**config.mk**
```make
export PLATFORM = sky130hd
export DESIGN_NAME = piso_tx_flat
export DESIGN_NICKNAME = d
export VERILOG_FILES = /design/src/rtl/piso_tx_pkg.sv /design/src/rtl/piso_tx_if.sv /design/src/rtl/piso_tx_bit_timer.sv /design/src/rtl/piso_tx.sv /design/src/flat_wrapper.sv
export SDC_FILE = /design/constraint.sdc
export NUM_CORES = 1
export LEC_CHECK = 0
export CAP_MARGIN = 10
export CORE_UTILIZATION = 42
export CTS_CLUSTER_SIZE = 30
export DETAILED_ROUTE_END_ITERATION = 6
export GPL_ROUTABILITY_DRIVEN = 0
export GPL_TIMING_DRIVEN = 0
export PLACE_DENSITY = 0.81
export SLEW_MARGIN = 20
export SYNTH_ARGS = -nofsm -noshare
export SYNTH_HDL_FRONTEND = slang
export SYNTH_SLANG_ARGS = --single-unit
```
**constraint.sdc**
```tcl
create_clock -name clk_in -period 1.7 [get_ports clk_in]
set_clock_uncertainty 0.1 [all_clocks]
set_input_delay 0.34 -clock clk_in [delete_from_list [all_inputs] [get_ports clk_in]]
set_output_delay 0.34 -clock clk_in [all_outputs]
set_load 0.005 [all_outputs]
```
**src/rtl/piso_tx_pkg.sv**
```systemverilog
// piso_tx_pkg: shared state encoding and counter sizing for the serial transmitter
package piso_tx_pkg;
   typedef enum logic {IDLE = 1'b0, SHIFT = 1'b1} state_t;
   function automatic int cnt_w(input int n);
      return (n <= 2) ? 1 : $clog2(n);
   endfunction
endpackage

```
**src/rtl/piso_tx_if.sv**
```systemverilog
// piso_tx_if: parallel word handshake plus serial line and frame status
interface piso_tx_if #(parameter int SIZE = 8);
   logic [SIZE-1:0] data_in;
   logic valid_in;
   logic ready_out;
   logic data_out;
   logic bit_strobe_out;
   logic busy_out;
   logic done_out;
   modport master (output data_in, valid_in, input ready_out, data_out, bit_strobe_out, busy_out, done_out);
   modport slave (input data_in, valid_in, output ready_out, data_out, bit_strobe_out, busy_out, done_out);
endinterface

```
**src/rtl/piso_tx_bit_timer.sv**
```systemverilog
// bit_timer: prescaler ticking once every DIV enabled clocks, restarted by clr
module bit_timer
   import piso_tx_pkg::*;
#(
   parameter int DIV = 1
) (
   input  logic clk,
   input  logic rst,
   input  logic en,
   input  logic clr,
   output logic tick
);
   localparam int W = cnt_w(DIV);
   logic [W-1:0] cnt;
   assign tick = en && cnt == W'(DIV - 1);
   // count clocks inside the current bit period, wrapping at each tick
   always_ff @(posedge clk)
      if (rst || clr) cnt <= '0;
      else if (en) cnt <= tick ? '0 : cnt + 1'b1;
endmodule

```
**src/rtl/piso_tx.sv**
```systemverilog
// piso_tx: parallel-in serial-out transmitter, LSB first, DIV clocks per bit
module piso_tx
   import piso_tx_pkg::*;
#(
   parameter int   SIZE       = 8,
   parameter int   DIV        = 1,
   parameter logic IDLE_LEVEL = 1'b0
) (
   input logic    clk_in,
   input logic    reset_in,
   piso_tx_if.slave bus
);
   localparam int CW = cnt_w(SIZE);
   state_t state, state_n;
   logic [SIZE-1:0] sr;
   logic [CW-1:0] cnt;
   logic tick, last, accept;
   bit_timer #(.DIV(DIV)) u_timer (
      .clk (clk_in),
      .rst (reset_in),
      .en  (state == SHIFT),
      .clr (accept),
      .tick(tick)
   );
   assign bus.busy_out = state == SHIFT;
   // handshake and next-state decode; ready opens in the final clock of the last bit
   always_comb begin
      last = state == SHIFT && tick && cnt == CW'(SIZE - 1);
      bus.ready_out = !reset_in && (state == IDLE || last);
      accept = bus.valid_in && bus.ready_out;
      state_n = accept ? SHIFT : last ? IDLE : state;
   end
   // state register
   always_ff @(posedge clk_in)
      state <= reset_in ? IDLE : state_n;
   // shift register, bit counter and registered serial outputs
   always_ff @(posedge clk_in)
      if (reset_in) begin
         sr                 <= '0;
         cnt                <= '0;
         bus.data_out       <= IDLE_LEVEL;
         bus.bit_strobe_out <= 1'b0;
         bus.done_out       <= 1'b0;
      end else if (accept) begin
         sr                 <= bus.data_in >> 1;
         cnt                <= '0;
         bus.data_out       <= bus.data_in[0];
         bus.bit_strobe_out <= 1'b1;
         bus.done_out       <= 1'b0;
      end else if (last) begin
         cnt                <= '0;
         bus.data_out       <= IDLE_LEVEL;
         bus.bit_strobe_out <= 1'b0;
         bus.done_out       <= 1'b1;
      end else if (tick) begin
         sr                 <= sr >> 1;
         cnt                <= cnt + 1'b1;
         bus.data_out       <= sr[0];
         bus.bit_strobe_out <= 1'b1;
         bus.done_out       <= 1'b0;
      end else begin
         bus.bit_strobe_out <= 1'b0;
         bus.done_out       <= 1'b0;
      end
endmodule

```
**src/flat_wrapper.sv**
```systemverilog
// flat-port wrapper written by rule: the top's interface ports become plain ports
module piso_tx_flat import piso_tx_pkg::*;
#(
   parameter int   SIZE       = 8,
   parameter int   DIV        = 1,
   parameter logic IDLE_LEVEL = 1'b0
)
  (clk_in, reset_in, bus_data_in, bus_valid_in, bus_ready_out, bus_data_out, bus_bit_strobe_out, bus_busy_out, bus_done_out);
  piso_tx_if #(.SIZE(SIZE)) bus_i ();
  input logic clk_in;
  input logic reset_in;
  input wire logic [$bits(bus_i.data_in)-1:0] bus_data_in;
  input wire logic [$bits(bus_i.valid_in)-1:0] bus_valid_in;
  output wire logic [$bits(bus_i.ready_out)-1:0] bus_ready_out;
  output wire logic [$bits(bus_i.data_out)-1:0] bus_data_out;
  output wire logic [$bits(bus_i.bit_strobe_out)-1:0] bus_bit_strobe_out;
  output wire logic [$bits(bus_i.busy_out)-1:0] bus_busy_out;
  output wire logic [$bits(bus_i.done_out)-1:0] bus_done_out;
  assign bus_i.data_in = bus_data_in;
  assign bus_i.valid_in = bus_valid_in;
  assign bus_ready_out = bus_i.ready_out;
  assign bus_data_out = bus_i.data_out;
  assign bus_bit_strobe_out = bus_i.bit_strobe_out;
  assign bus_busy_out = bus_i.busy_out;
  assign bus_done_out = bus_i.done_out;
  piso_tx #(.SIZE(SIZE), .DIV(DIV), .IDLE_LEVEL(IDLE_LEVEL)) u_core (.clk_in(clk_in), .reset_in(reset_in), .bus(bus_i));
endmodule
```
**Word level (Yosys, flattened, before mapping)**

Cells that the tools add are included.

- Register bits after elaboration: 15
- Output and inout port bits: 5
- Input port bits: 11
- Logic and storage cells: 40

- Bitwise gates (word level): 2
- Mux-type cells: 13
- Equality and inequality tests: 2
- Reductions and logical operators: 14
- Add/subtract/negate cells: 2

Operator list:

| kind | count |
|---|---|
| $mux W7 | 3 |
| $mux W1 | 10 |
| $logic_and A1 B1 Y1 | 5 |
| $reduce_bool A2 Y1 | 2 |
| $add A3 B1 Y3 const B | 1 |
| $eq A3 B3 Y1 const B | 1 |
| $reduce_bool A3 Y1 | 1 |
| $reduce_or A3 Y1 | 1 |
| $logic_or A1 B1 Y1 | 2 |
| $ne A2 B2 Y1 const B | 1 |
| $not A1 Y1 | 2 |
| $reduce_and A2 Y1 | 1 |
| $reduce_or A2 Y1 | 1 |
| $add A1 B1 Y1 const B | 1 |
| $logic_not A1 Y1 | 1 |

**Longest topological paths before layout**

- Word-level depth: 9
- Gate-level depth with buffers: 7

**Modules after synthesis**

Synthesis repeated with hierarchy kept, for this count alone.

- Cell total of the unflattened synthesis: 74
- Area total of the unflattened synthesis: 718.2 um^2

Modules (own cells, without submodules):

| module | cells each | times used | area each (um^2) |
|---|---|---|---|
| piso_tx | 71 | 1 | 676.9 |
| bit_timer | 3 | 1 | 41.3 |

**Worst setup path after synthesis**

OpenSTA, ideal clock, no wires.

- Kind: reg-to-reg
- From: reg u_core.cnt[0]
- To: reg u_core.sr[5]
- Cell stages (with the launch flop): 8
- Library setup time: 0.088 ns
- Arrival time: 1.460 ns
- Slack: 0.052 ns
- Clock period less this slack: 1.648 ns
- Required time: 1.512 ns
- Path through: dfxtp_1 -> ha_1 -> ha_1 -> nor2b_2 -> o21ai_4 -> buf_6 -> nor2_2 -> a311oi_2

- Cells in the longest elaborated chain, start to end: 7
- Elaborated cells between the ends (all ways): 9

RTL lines:

| item | line | text |
|---|---|---|
| from (decl) | piso_tx.sv:16 | `logic [CW-1:0] cnt;` |
| from (signal assigned) | piso_tx.sv:57 | `cnt <= cnt + 1'b1;` |
| $eq A3 B3 Y1 (*) | piso_tx.sv:28 | `last = state == SHIFT && tick && cnt == CW'(SIZE - 1);` |
| $logic_and A1 B1 Y1 (*) | piso_tx.sv:28 |  |
| $logic_or A1 B1 Y1 | piso_tx.sv:29 | `bus.ready_out = !reset_in && (state == IDLE \|\| last);` |
| $logic_and A1 B1 Y1 | piso_tx.sv:29 |  |
| $logic_and A1 B1 Y1 | piso_tx.sv:30 | `accept = bus.valid_in && bus.ready_out;` |
| $ne A2 B2 Y1 (no line) / $reduce_bool A2 Y1 (equally long branches) | n/a |  |
| $reduce_and A2 Y1 (no line) | n/a |  |
| to (signal assigned) | piso_tx.sv:45 | `sr <= bus.data_in >> 1;` |
| to (signal assigned) | piso_tx.sv:56 | `sr <= sr >> 1;` |
| to (decl) | piso_tx.sv:15 | `logic [SIZE-1:0] sr;` |

Mark *: on every way between the ends. The rest lies on a longest branch, timed or not.
A chain may end at the register's enable or synchronous reset.

**Worst setup path in the final report**

- From: reg u_core.cnt[1]
- To: out bus_ready_out

- Cells in the longest elaborated chain, start to end: 4

RTL lines:

| item | line | text |
|---|---|---|
| $eq A3 B3 Y1 | piso_tx.sv:28 |  |
| $logic_and A1 B1 Y1 | piso_tx.sv:28 |  |
| $logic_or A1 B1 Y1 | piso_tx.sv:29 |  |
| $logic_and A1 B1 Y1 | piso_tx.sv:29 |  |
| to (decl) | flat_wrapper.sv:14 | `output wire logic [$bits(bus_i.ready_out)-1:0] bus_ready_out;` |

No other way between the ends.

==> impl_metrics.yaml <==
logic_synthesis:
  yosys-top-cells-area: "dfxtp_1 44%, nor2_1 8.2%, a311oi_1 7.7%"
  synthFlopType: "dfxtp_1"
  synth_compound_area_share_pct: 16.7
  ys_ff_latch: 15
  synth.area.mux_share_pct: 2.93
  synth_edf_count: 0
  synth.avg_cell_area_sq_um: 9.11
  yosysWarnings: 0
  yosys.area.top_type: "dfxtp_1"
  synthCells: 75
  synthDistinctLibCells: 25
  synth_xor_area_share_pct: 1.28
  synth_fa_ha_area_share_pct: 3.66
  synth-simple-area-share_pct: 25.5
  yosys-top-cells-count: "15 x dfxtp_1, 15 x nor2_1, 12 x nand2_1, 6 x a311oi_1, 3 x buf_6"
  synthesis.area_sq_um: 683
  ys_seq_area_share_pct: 44.0
  async_reset_ff_share_pct: 0
  synth_top_cell_area_share_pct: 44.0
  synth_nets: 88
  synth_top_family_by_area: "simple AND/OR/NAND/NOR gates"
detailed_routing:
  ant_nets: 0
  vias: 625
  drt_iter0_drc: 6
  via_per_inst: 5.30
  wire_per_inst_um: 12.6
  wirelength_um: 1490
  dr.pass1.iters: 3
  drc: 0
timing:
  hold_viol_final: 0
  slew_headroom_pct: 76.8
  fin_ws_ns: -0.0648
  worstMarginPinSlew_ns: 0.346
  fmaxAchievable_mhz: 567
  min_period_over_period_pct: 104
  slew_viol_final: 0
  setup_viol: 5
  rsz0062_at_grt: "true"
  period_needed_ns: 1.76
placed_design:
  placed_area_sq_um: 853
  io_buffers: 15
  dp_cells: 106
  dpl_worst_slack_ns: -0.590
  hpwl_um: 944
floorplanning:
  core-area_sq_um: 1510
  pin_count: 16
  start_util_pct: 45.3
  placementRows: 14
  die_w_um: 42.3
  die_h_um: 42.3
  dieArea_sq_um: 1790
setup_path:
  worstPathArrival_ns: 1.32
  r2r_slack_ns: -0.03
  crit_path_start: "u_core.cnt[1]$_SDFFE_PP0P_"
  path_max_fanout: 2
  critical_path.cell_chain: "ha_4, ha_4, nor2b_4, nor2_4, nor2_1, buf_2"
  start_kind: "flip-flop"
  cpMostUsedCell: "ha_4"
  reg2regPathDepth: 8
  cp_top_family: "flip-flops"
  path_buf_inv: 1
  required_ns: 1.26
  path_class: "reg2out"
  reg2reg_from: "u_core.cnt[1]$_SDFFE_PP0P_"
  crit_cells: 6
  critical_path.max_stage_delay_ns: 0.35
  rr_endpoint: "u_core.sr[5]$_SDFFE_PP0P_"
  cp_slowest_cell: "dfxtp_2"
  end_kind: "primary output"
  cp-endpoint: "bus_ready_out"
global_route:
  antenna_found_initial: 0
  grt-busiest-layer: "met2"
  grt_pass1_wl_um: 2550
  grt_max_degree: 11
  grt_use_met3_pct: 4.74
  met2_usage_pct: 31.4
  overflow: 0
  grt_pass1_vias: 595
  grtUsageMet1_pct: 22.0
  grt_use_total_pct: 19.8
cells_and_area:
  nFillCells: 117
  stdcell_area_sq_um: 995
  final_cells: 118
  antennaDiodeCount: 0
  drive_gt1_share_pct: 27.5
  num-nets-final: 116
  final_core_utilization_pct: 66.0
  area_growth_pct: 45.6
cts:
  clock_latency_ns: 0.29
  cts_buffer_depth: 2
  cts-buffers-inserted: 3
  ctsHoldBuffers: 0
  clockRootBuffer: "clkbuf_4"
  clock-sinks: 15
  path_clk_slew_ns: 0.08
  htreeDepth: 1
  cts_tree: "yes"
status:
  violations: "negative setup slack"
  outcome: "finished with violations"
power_and_ir_drop:
  ir_drop_mv: 0.500
  p_leak_nw: 0.386
  powerDensity_nw_per_um2: 719
min_path:
  hold_start: "u_core.sr[5]$_SDFFE_PP0P_"
  hold_class: "reg2reg"
job:
  drv_cap: 0
==> area by class of cell <==
type / instances / area [sq um] / share of cell area (%)
Multi-Input combinational cell: 55 / 379 / 38.1
Sequential cell: 15 / 303 / 30.4
Timing Repair Buffer: 23 / 221 / 22.3
Buffer: 4 / 41.3 / 4.15
Clock buffer: 4 / 26.3 / 2.64
Tap cell: 16 / 20.0 / 2.01
Inverter: 1 / 3.75 / 0.377
==> cells by family after synthesis <==
group | Yosys count
AOI/OAI and AO/OA | 13
xor gates and xnor gates | 1
adders and majority gates | 2
buffers and inverters | 5
DFF | 15
muxes | 2
and+or+nand+nor | 37
==> how the worst min path moves through the flow <==
| stage | end | slack [ns] | cells after the start |
|---|---|---|---|
| finish | u_core.sr[4]$_SDFFE_PP0P_ | 0.38 | 2 |
| global route | u_core.sr[4]$_SDFFE_PP0P_ | 0.41 | 2 |
| CTS | u_core.sr[6]$_SDFFE_PP0P_ | 0.38 | 2 |
| detailed placement | u_core.sr[6]$_SDFFE_PP0P_ | 0.37 | 2 |
| global placement | u_core.sr[6]$_SDFFE_PP0P_ | 0.36 | 2 |
| floorplan | u_core.sr[0]$_SDFFE_PP0P_ | 0.31 | 1 |
==> registers in the layout, summed over array words and instances, names as in the netlist <==
name	flops
u_core.bus.bit_strobe_out	1
u_core.bus.busy_out	1
u_core.bus.data_out	1
u_core.bus.done_out	1
u_core.cnt	3
u_core.sr	7
u_core.u_timer.cnt	1
==> through the flow <==
step           hold WS, ns  total power, mW  setup TNS (ns)
4_1_cts              0.381            0.712          -0.271
2_1_floorplan        0.312            0.450               0
3_5_place_dp         0.371            0.500           -1.45
3_3_place_gp         0.359            0.498           -1.12
6_report             0.384            0.716          -0.128
5_1_grt              0.411            0.757          -0.514
==> layer usage <==
layer | vias to the layer above | part of all wire [%]
met5 | - | 0
met4 | 0 | 3.9
met3 | 5 | 4.8
met2 | 16 | 48
met1 | 283 | 43
li1 | 321 | -
==> timing repair <==
item                       4_1_cts  5_1_grt
setup buffers                    5        3
pin swaps                        3        5
gates resized for setup         15        2
setup endpoints to repair        4       10
==> cell usage in the layout (no fill, tap or decap), drive strengths merged <==
cell type,n
nor2b,2
nand2b,1
ha,2
clkdlybuf4s50,14
buf,13
nand2,12
clkbuf,4
o21ai,2
nand3b,1
nor2,16
o21bai,1
and3,2
o211ai,1
xnor2,1
a21oi,2
and2b,1
dfxtp,15
nor3,1
nand3,1
inv,1
a311oi,7
mux2i,2
==> worst reg2reg max path: cells and delay by family (launching register included) <==
family          cells  cell delay (ns)
buf+inv             2             0.31
fa+ha+maj           2             0.31
compound gates      2             0.43
simple gates        2             0.17
flops               1             0.35
==> power breakdown <==
part | switching (mW) | internal, mW
clock network | 0.112 | 0.0913
registers | 0.0110 | 0.370
logic | 0.0548 | 0.0771
(Power assumes the default switching activity.)
